--- src/rtl/rob_wb_arbiter.sv ---
// rob_wb_arbiter: round-robin arbiter that merges completions from NUM_REQ
// execution units onto WB_WIDTH registered ROB writeback ports.
// Grants are combinational; the writeback slots are registered, with one cycle of latency.
module rob_wb_arbiter #(
  parameter int NUM_REQ              = 4,
  parameter int WB_WIDTH             = 2,
  parameter int PHYS_REGS_ADDR_WIDTH = 6,
  parameter int ROB_ADDR_WIDTH       = 3,
  parameter int BANK_ADDR_WIDTH      = 1
) (
  input  logic                                           clk,
  input  logic                                           rst,
  input  logic                                           flush,
  input  logic [NUM_REQ-1:0]                             req_valid,
  output logic [NUM_REQ-1:0]                             req_ready,
  input  logic [NUM_REQ-1:0][PHYS_REGS_ADDR_WIDTH-1:0]   req_phys_rd,
  input  logic [NUM_REQ-1:0][ROB_ADDR_WIDTH-1:0]         req_rob_addr,
  input  logic [NUM_REQ-1:0][BANK_ADDR_WIDTH-1:0]        req_bank_addr,
  output logic [WB_WIDTH-1:0]                            wb_en,
  output logic [WB_WIDTH-1:0][PHYS_REGS_ADDR_WIDTH-1:0]  wb_phys_rd,
  output logic [WB_WIDTH-1:0][ROB_ADDR_WIDTH-1:0]        wb_rob_addr,
  output logic [WB_WIDTH-1:0][BANK_ADDR_WIDTH-1:0]       wb_bank_addr
);

  // Pointer width; a single requester still needs a one-bit pointer.
  localparam int PTR_W = (NUM_REQ > 1) ? $clog2(NUM_REQ) : 1;

  logic [PTR_W-1:0]                rr_ptr_reg;
  logic [PTR_W-1:0]                rr_ptr_next;
  logic [NUM_REQ-1:0]              grant;
  logic [WB_WIDTH-1:0]             slot_en_next;
  logic [WB_WIDTH-1:0][PTR_W-1:0]  slot_sel;

  // Scan from rr_ptr with wrap-around, handing the first WB_WIDTH valid
  // requesters to slots in scan order; flush blocks every grant.
  always_comb begin
    int              cnt;
    int              idx;
    logic [PTR_W-1:0] idx_p;
    grant        = '0;
    slot_en_next = '0;
    slot_sel     = '0;
    rr_ptr_next  = rr_ptr_reg;
    cnt          = 0;
    idx          = 0;
    idx_p        = '0;
    for (int j = 0; j < NUM_REQ; j++) begin
      idx = int'(rr_ptr_reg) + j;
      if (idx >= NUM_REQ) begin
        idx = idx - NUM_REQ;
      end
      idx_p = PTR_W'(idx);
      if (!flush && req_valid[idx_p] && (cnt < WB_WIDTH)) begin
        grant[idx_p] = 1'b1;
        for (int k = 0; k < WB_WIDTH; k++) begin
          if (k == cnt) begin
            slot_en_next[k] = 1'b1;
            slot_sel[k]     = idx_p;
          end
        end
        cnt = cnt + 1;
        // The pointer moves to just past the last requester served.
        rr_ptr_next = (idx == NUM_REQ - 1) ? '0 : PTR_W'(idx + 1);
      end
    end
  end

  assign req_ready = grant;

  // Priority pointer; it advances only when something was granted.
  always_ff @(posedge clk) begin
    if (rst) begin
      rr_ptr_reg <= '0;
    end else begin
      rr_ptr_reg <= rr_ptr_next;
    end
  end

  // One registered writeback slot per ROB port.
  for (genvar gi = 0; gi < WB_WIDTH; gi++) begin : g_slot
    logic                            en_reg;
    logic [PHYS_REGS_ADDR_WIDTH-1:0] phys_rd_reg;
    logic [ROB_ADDR_WIDTH-1:0]       rob_addr_reg;
    logic [BANK_ADDR_WIDTH-1:0]      bank_addr_reg;

    // The enable pulses for one cycle; the payload holds while the slot is idle.
    always_ff @(posedge clk) begin
      if (rst) begin
        en_reg        <= 1'b0;
        phys_rd_reg   <= '0;
        rob_addr_reg  <= '0;
        bank_addr_reg <= '0;
      end else begin
        en_reg <= slot_en_next[gi];
        if (slot_en_next[gi]) begin
          phys_rd_reg   <= req_phys_rd[slot_sel[gi]];
          rob_addr_reg  <= req_rob_addr[slot_sel[gi]];
          bank_addr_reg <= req_bank_addr[slot_sel[gi]];
        end
      end
    end

    assign wb_en[gi]        = en_reg;
    assign wb_phys_rd[gi]   = phys_rd_reg;
    assign wb_rob_addr[gi]  = rob_addr_reg;
    assign wb_bank_addr[gi] = bank_addr_reg;
  end

endmodule
--- config.mk ---
export PLATFORM = sky130hd
export DESIGN_NAME = rob_wb_arbiter
export DESIGN_NICKNAME = d
export VERILOG_FILES = /design/src/rtl/rob_wb_arbiter.sv
export SDC_FILE = /design/constraint.sdc
export NUM_CORES = 1
export LEC_CHECK = 0
export ABC_AREA = 1
export ABC_CLOCK_PERIOD_IN_PS = 4090
export CAP_MARGIN = 20
export CELL_PAD_IN_SITES_DETAIL_PLACEMENT = 1
export CELL_PAD_IN_SITES_GLOBAL_PLACEMENT = 1
export CORE_MARGIN = 3
export CORE_UTILIZATION = 30
export DETAILED_ROUTE_END_ITERATION = 12
export GPL_ROUTABILITY_DRIVEN = 1
export PLACE_DENSITY_LB_ADDON = 0.1
export SLEW_MARGIN = 10
export SYNTH_ARGS = -nofsm -noshare
export SYNTH_HDL_FRONTEND = slang
export SYNTH_SLANG_ARGS = --single-unit
export TNS_END_PERCENT = 100
--- constraint.sdc ---
create_clock -name clk -period 4.09 [get_ports clk]
set_input_delay 0.6135 -clock clk [delete_from_list [all_inputs] [get_ports clk]]
set_output_delay 0.6135 -clock clk [all_outputs]
set_load 0.005 [all_outputs]
==> impl_metrics.json <==
{
  "finalClockSkew_ns": 0.00632,
  "path_cells": "inv_6 > ha_2 > inv_1 > nand3_1 > nand3_4 > inv_2 > ha_1 > nor2_1 > nand3_1 > fa_1 > inv_1 > nor2_2 > nand3_4 > o21ai_1 > clkdlybuf4s50_1",
  "path_class": "reg2out",
  "ir_drop_v": 0.000291,
  "area_growth_pct": 34.1,
  "dp_hpwl_um": 7760,
  "hold_slack_ns": 0.576,
  "die-area_mm2": 0.0100,
  "fillers": 1142,
  "cp_data_required_time_ns": 3.48,
  "r2r-start": "rr_ptr_reg[0]",
  "first_pass_iters": 4,
  "vias": 3065,
  "worstHoldStart": "g_slot[1].phys_rd_reg[3]",
  "rsz0062_at_grt": "false",
  "drc_errors": 0,
  "layout_min_cycle_time_ns": 3.92,
  "rows": 33,
  "grt_use_total": 0.197,
  "grt_max_degree": 22,
  "p_leak_nw": 1.87,
  "p_per_area_mw_per_mm2": 735,
  "whs_endpoint": "g_slot[1].phys_rd_reg[3]",
  "die_w_um": 100,
  "finalCritPeriodShare": 0.959,
  "core_area_mm2": 0.00838,
  "start_kind": "flip-flop",
  "hold_viol": 0,
  "ff2ff_path_depth": 20,
  "drive_above_1_share": 0.0914,
  "stdcell_area_mm2": 0.00356,
  "min_path_cells": 4,
  "synth_cell_types": 33,
  "cts_htree_levels": 1,
  "largest_register_ffs": 12,
  "synth_area_mm2": 0.00265,
  "critPathMaxFanout": 14,
  "routed_wl_um": 9830,
  "fmax_mhz": 255,
  "drv_slew": 0,
  "cts_tree": "built",
  "antenna_left": 0,
  "gp_congestion": 0.891,
  "fin_util": 0.425,
  "viasPerCell": 4.95,
  "first_iter_violations": 156,
  "port_buffers": 72,
  "grt-ovfl-total": 0,
  "critPathTopFamily": "adder cells",
  "critical_path.max_stage_delay_ns": 0.46,
  "die_h_um": 100,
  "initial_utilization": 0.317,
  "power.total_mw": 2.62,
  "ys_warn_count": 0,
  "cap_violations": 0,
  "min_path_type": "reg2reg",
  "path_buf_inv": 5,
  "grt_pass1_wl_um": 15900,
  "crit_slowest_cell": "clkdlybuf4s50_1",
  "grt_pass1_vias": 3084,
  "syn_inst": 445,
  "clockRootBuffer": "clkbuf_8",
  "cts_made_buffers": 3,
  "r2r-end": "g_slot[0].phys_rd_reg[2]",
  "status": "finished, final reports clean",
  "tightest_slew_ns": 0.707,
  "reg2reg_setup_slack_ns": 0.35,
  "ys_ff_latch": 24,
  "antenna_found_initial": 0,
  "syn_nets": 506,
  "placed_cell_area_mm2": 0.00348,
  "slew-limit-headroom": 0.528,
  "ys_seq_area_frac": 0.181,
  "tns_ns": 0,
  "nNetsFinal": 576,
  "pin_count": 73,
  "path_clk_slew_ns": 0.09,
  "synth.avg_cell_area_um2": 5.96,
  "setup_viol": 0,
  "critPathCaptureType": "primary output",
  "diodes": 0,
  "avgRoutedWirePerCell_um": 15.9,
  "clkSinkCount": 24,
  "clock_path_buffers": 2,
  "insertion_delay_ns": 0.28,
  "cp.arrival_ns": 3.31
}
[metrics by stage]
step / instances / worst slack (ns)
floorplan: 445 / 0.299
finish: 619 / 0.170
global route: 619 / 0.0120
global placement: 615 / 0.181
detailed placement: 615 / 0.119
CTS: 619 / 0.0341
[per-layer routing]
layer  vias up  global-route usage  part of all wire
li1       1554                   -                 -
met1      1426               0.304              0.51
met2        81               0.299              0.43
met3         4              0.0257             0.051
met4         0              0.0197            0.0032
met5         -                   0                 0
[cell usage in the layout (no fill, tap or decap), drive strengths merged]
master	n
nand3	136
inv	96
nand2	82
clkdlybuf4s50	72
nor2	33
dfxtp	24
o21ai	21
buf	15
ha	13
a221oi	4
nand4	4
a21oi	4
clkbuf	3
o31ai	1
xor2	1
a31oi	1
nor3	1
o2111ai	1
fa	1
bufinv	1
[how the worst max path moves through the flow]
stage / from / endpoint / slack (ns) / cells after the start
global placement: req_valid[0] / req_ready[0] / 0.18 / 14
CTS: rr_ptr_reg[0] / req_ready[0] / 0.03 / 15
detailed placement: req_valid[3] / req_ready[0] / 0.12 / 14
finish: rr_ptr_reg[0] / req_ready[0] / 0.17 / 15
global route: req_valid[3] / req_ready[0] / 0.01 / 14
floorplan: rr_ptr_reg[1] / g_slot[0].bank_addr_reg / 0.30 / 21
[tightest hold or removal path: stages, from the launching register on]
cell and delay (ns):
dfxtp_1 0.32, nor2_1 0.10, nor2_1 0.04, nand2_1 0.05, inv_1 0.03
[logic make-up after synthesis]
logic type | after synthesis | share of synthesized area
fa+ha+maj | 14 | 0.0688
compound gates | 32 | 0.0802
flops | 24 | 0.181
buf+inv | 118 | 0.189
xor+xnor | 1 | 0.00330
simple gates | 256 | 0.478
[synthesized netlist by cell type]
cell type / number / area, µm²
clkbuf_1: 2 / 7.51
a31oi_1: 1 / 6.26
a221oi_1: 4 / 35.0
dfxtp_1: 24 / 480
inv_2: 4 / 15.0
nand4_1: 2 / 12.5
inv_1: 91 / 342
o21ai_2: 1 / 8.76
o31ai_1: 1 / 7.51
nor3_1: 1 / 5.00
a21oi_2: 1 / 8.76
o2111ai_1: 1 / 8.76
nand2_1: 80 / 300
nand4_2: 1 / 12.5
a21oi_1: 2 / 10.0
nand4_4: 1 / 21.3
xor2_1: 1 / 8.76
o21ai_0: 19 / 95.1
a21oi_4: 1 / 16.3
buf_2: 9 / 45.0
nand3_1: 125 / 626
buf_6: 1 / 11.3
nand3_4: 4 / 70.1
buf_4: 9 / 67.6
ha_1: 13 / 163
nand2_2: 2 / 12.5
inv_6: 1 / 8.76
fa_1: 1 / 20.0
o21ai_4: 1 / 16.3
nor2_1: 31 / 116
nand3_2: 7 / 70.1
buf_1: 1 / 3.75
nor2_4: 2 / 22.5
[where the power goes]
part           total (mW)  switching [mW]  internal [mW]  leakage, nW
Combinational        2.03            1.26          0.765         1.64
Clock               0.219          0.0884          0.131       0.0357
Sequential          0.366          0.0443          0.322        0.199
Total                2.62            1.40           1.22         1.87
[area by class of cell]
cell class / count / area (µm²) / share of cell area
Multi-Input combinational cell: 303 / 1680 / 0.471
Tap cell: 105 / 131 / 0.0369
Timing Repair Buffer: 87 / 833 / 0.234
Sequential cell: 24 / 480 / 0.135
Clock buffer: 3 / 41.3 / 0.0116
Inverter: 96 / 365 / 0.103
Clock inverter: 1 / 30.0 / 0.00844
[what timing repair did]
action                                  in CTS  in global routing
endpoints found under the setup margin       0                  4
gates resized for setup                      0                  6
buffers inserted                             0                  0
hold buffers                                 0                  0
No activity file was read; power rests on OpenSTA's default activity.
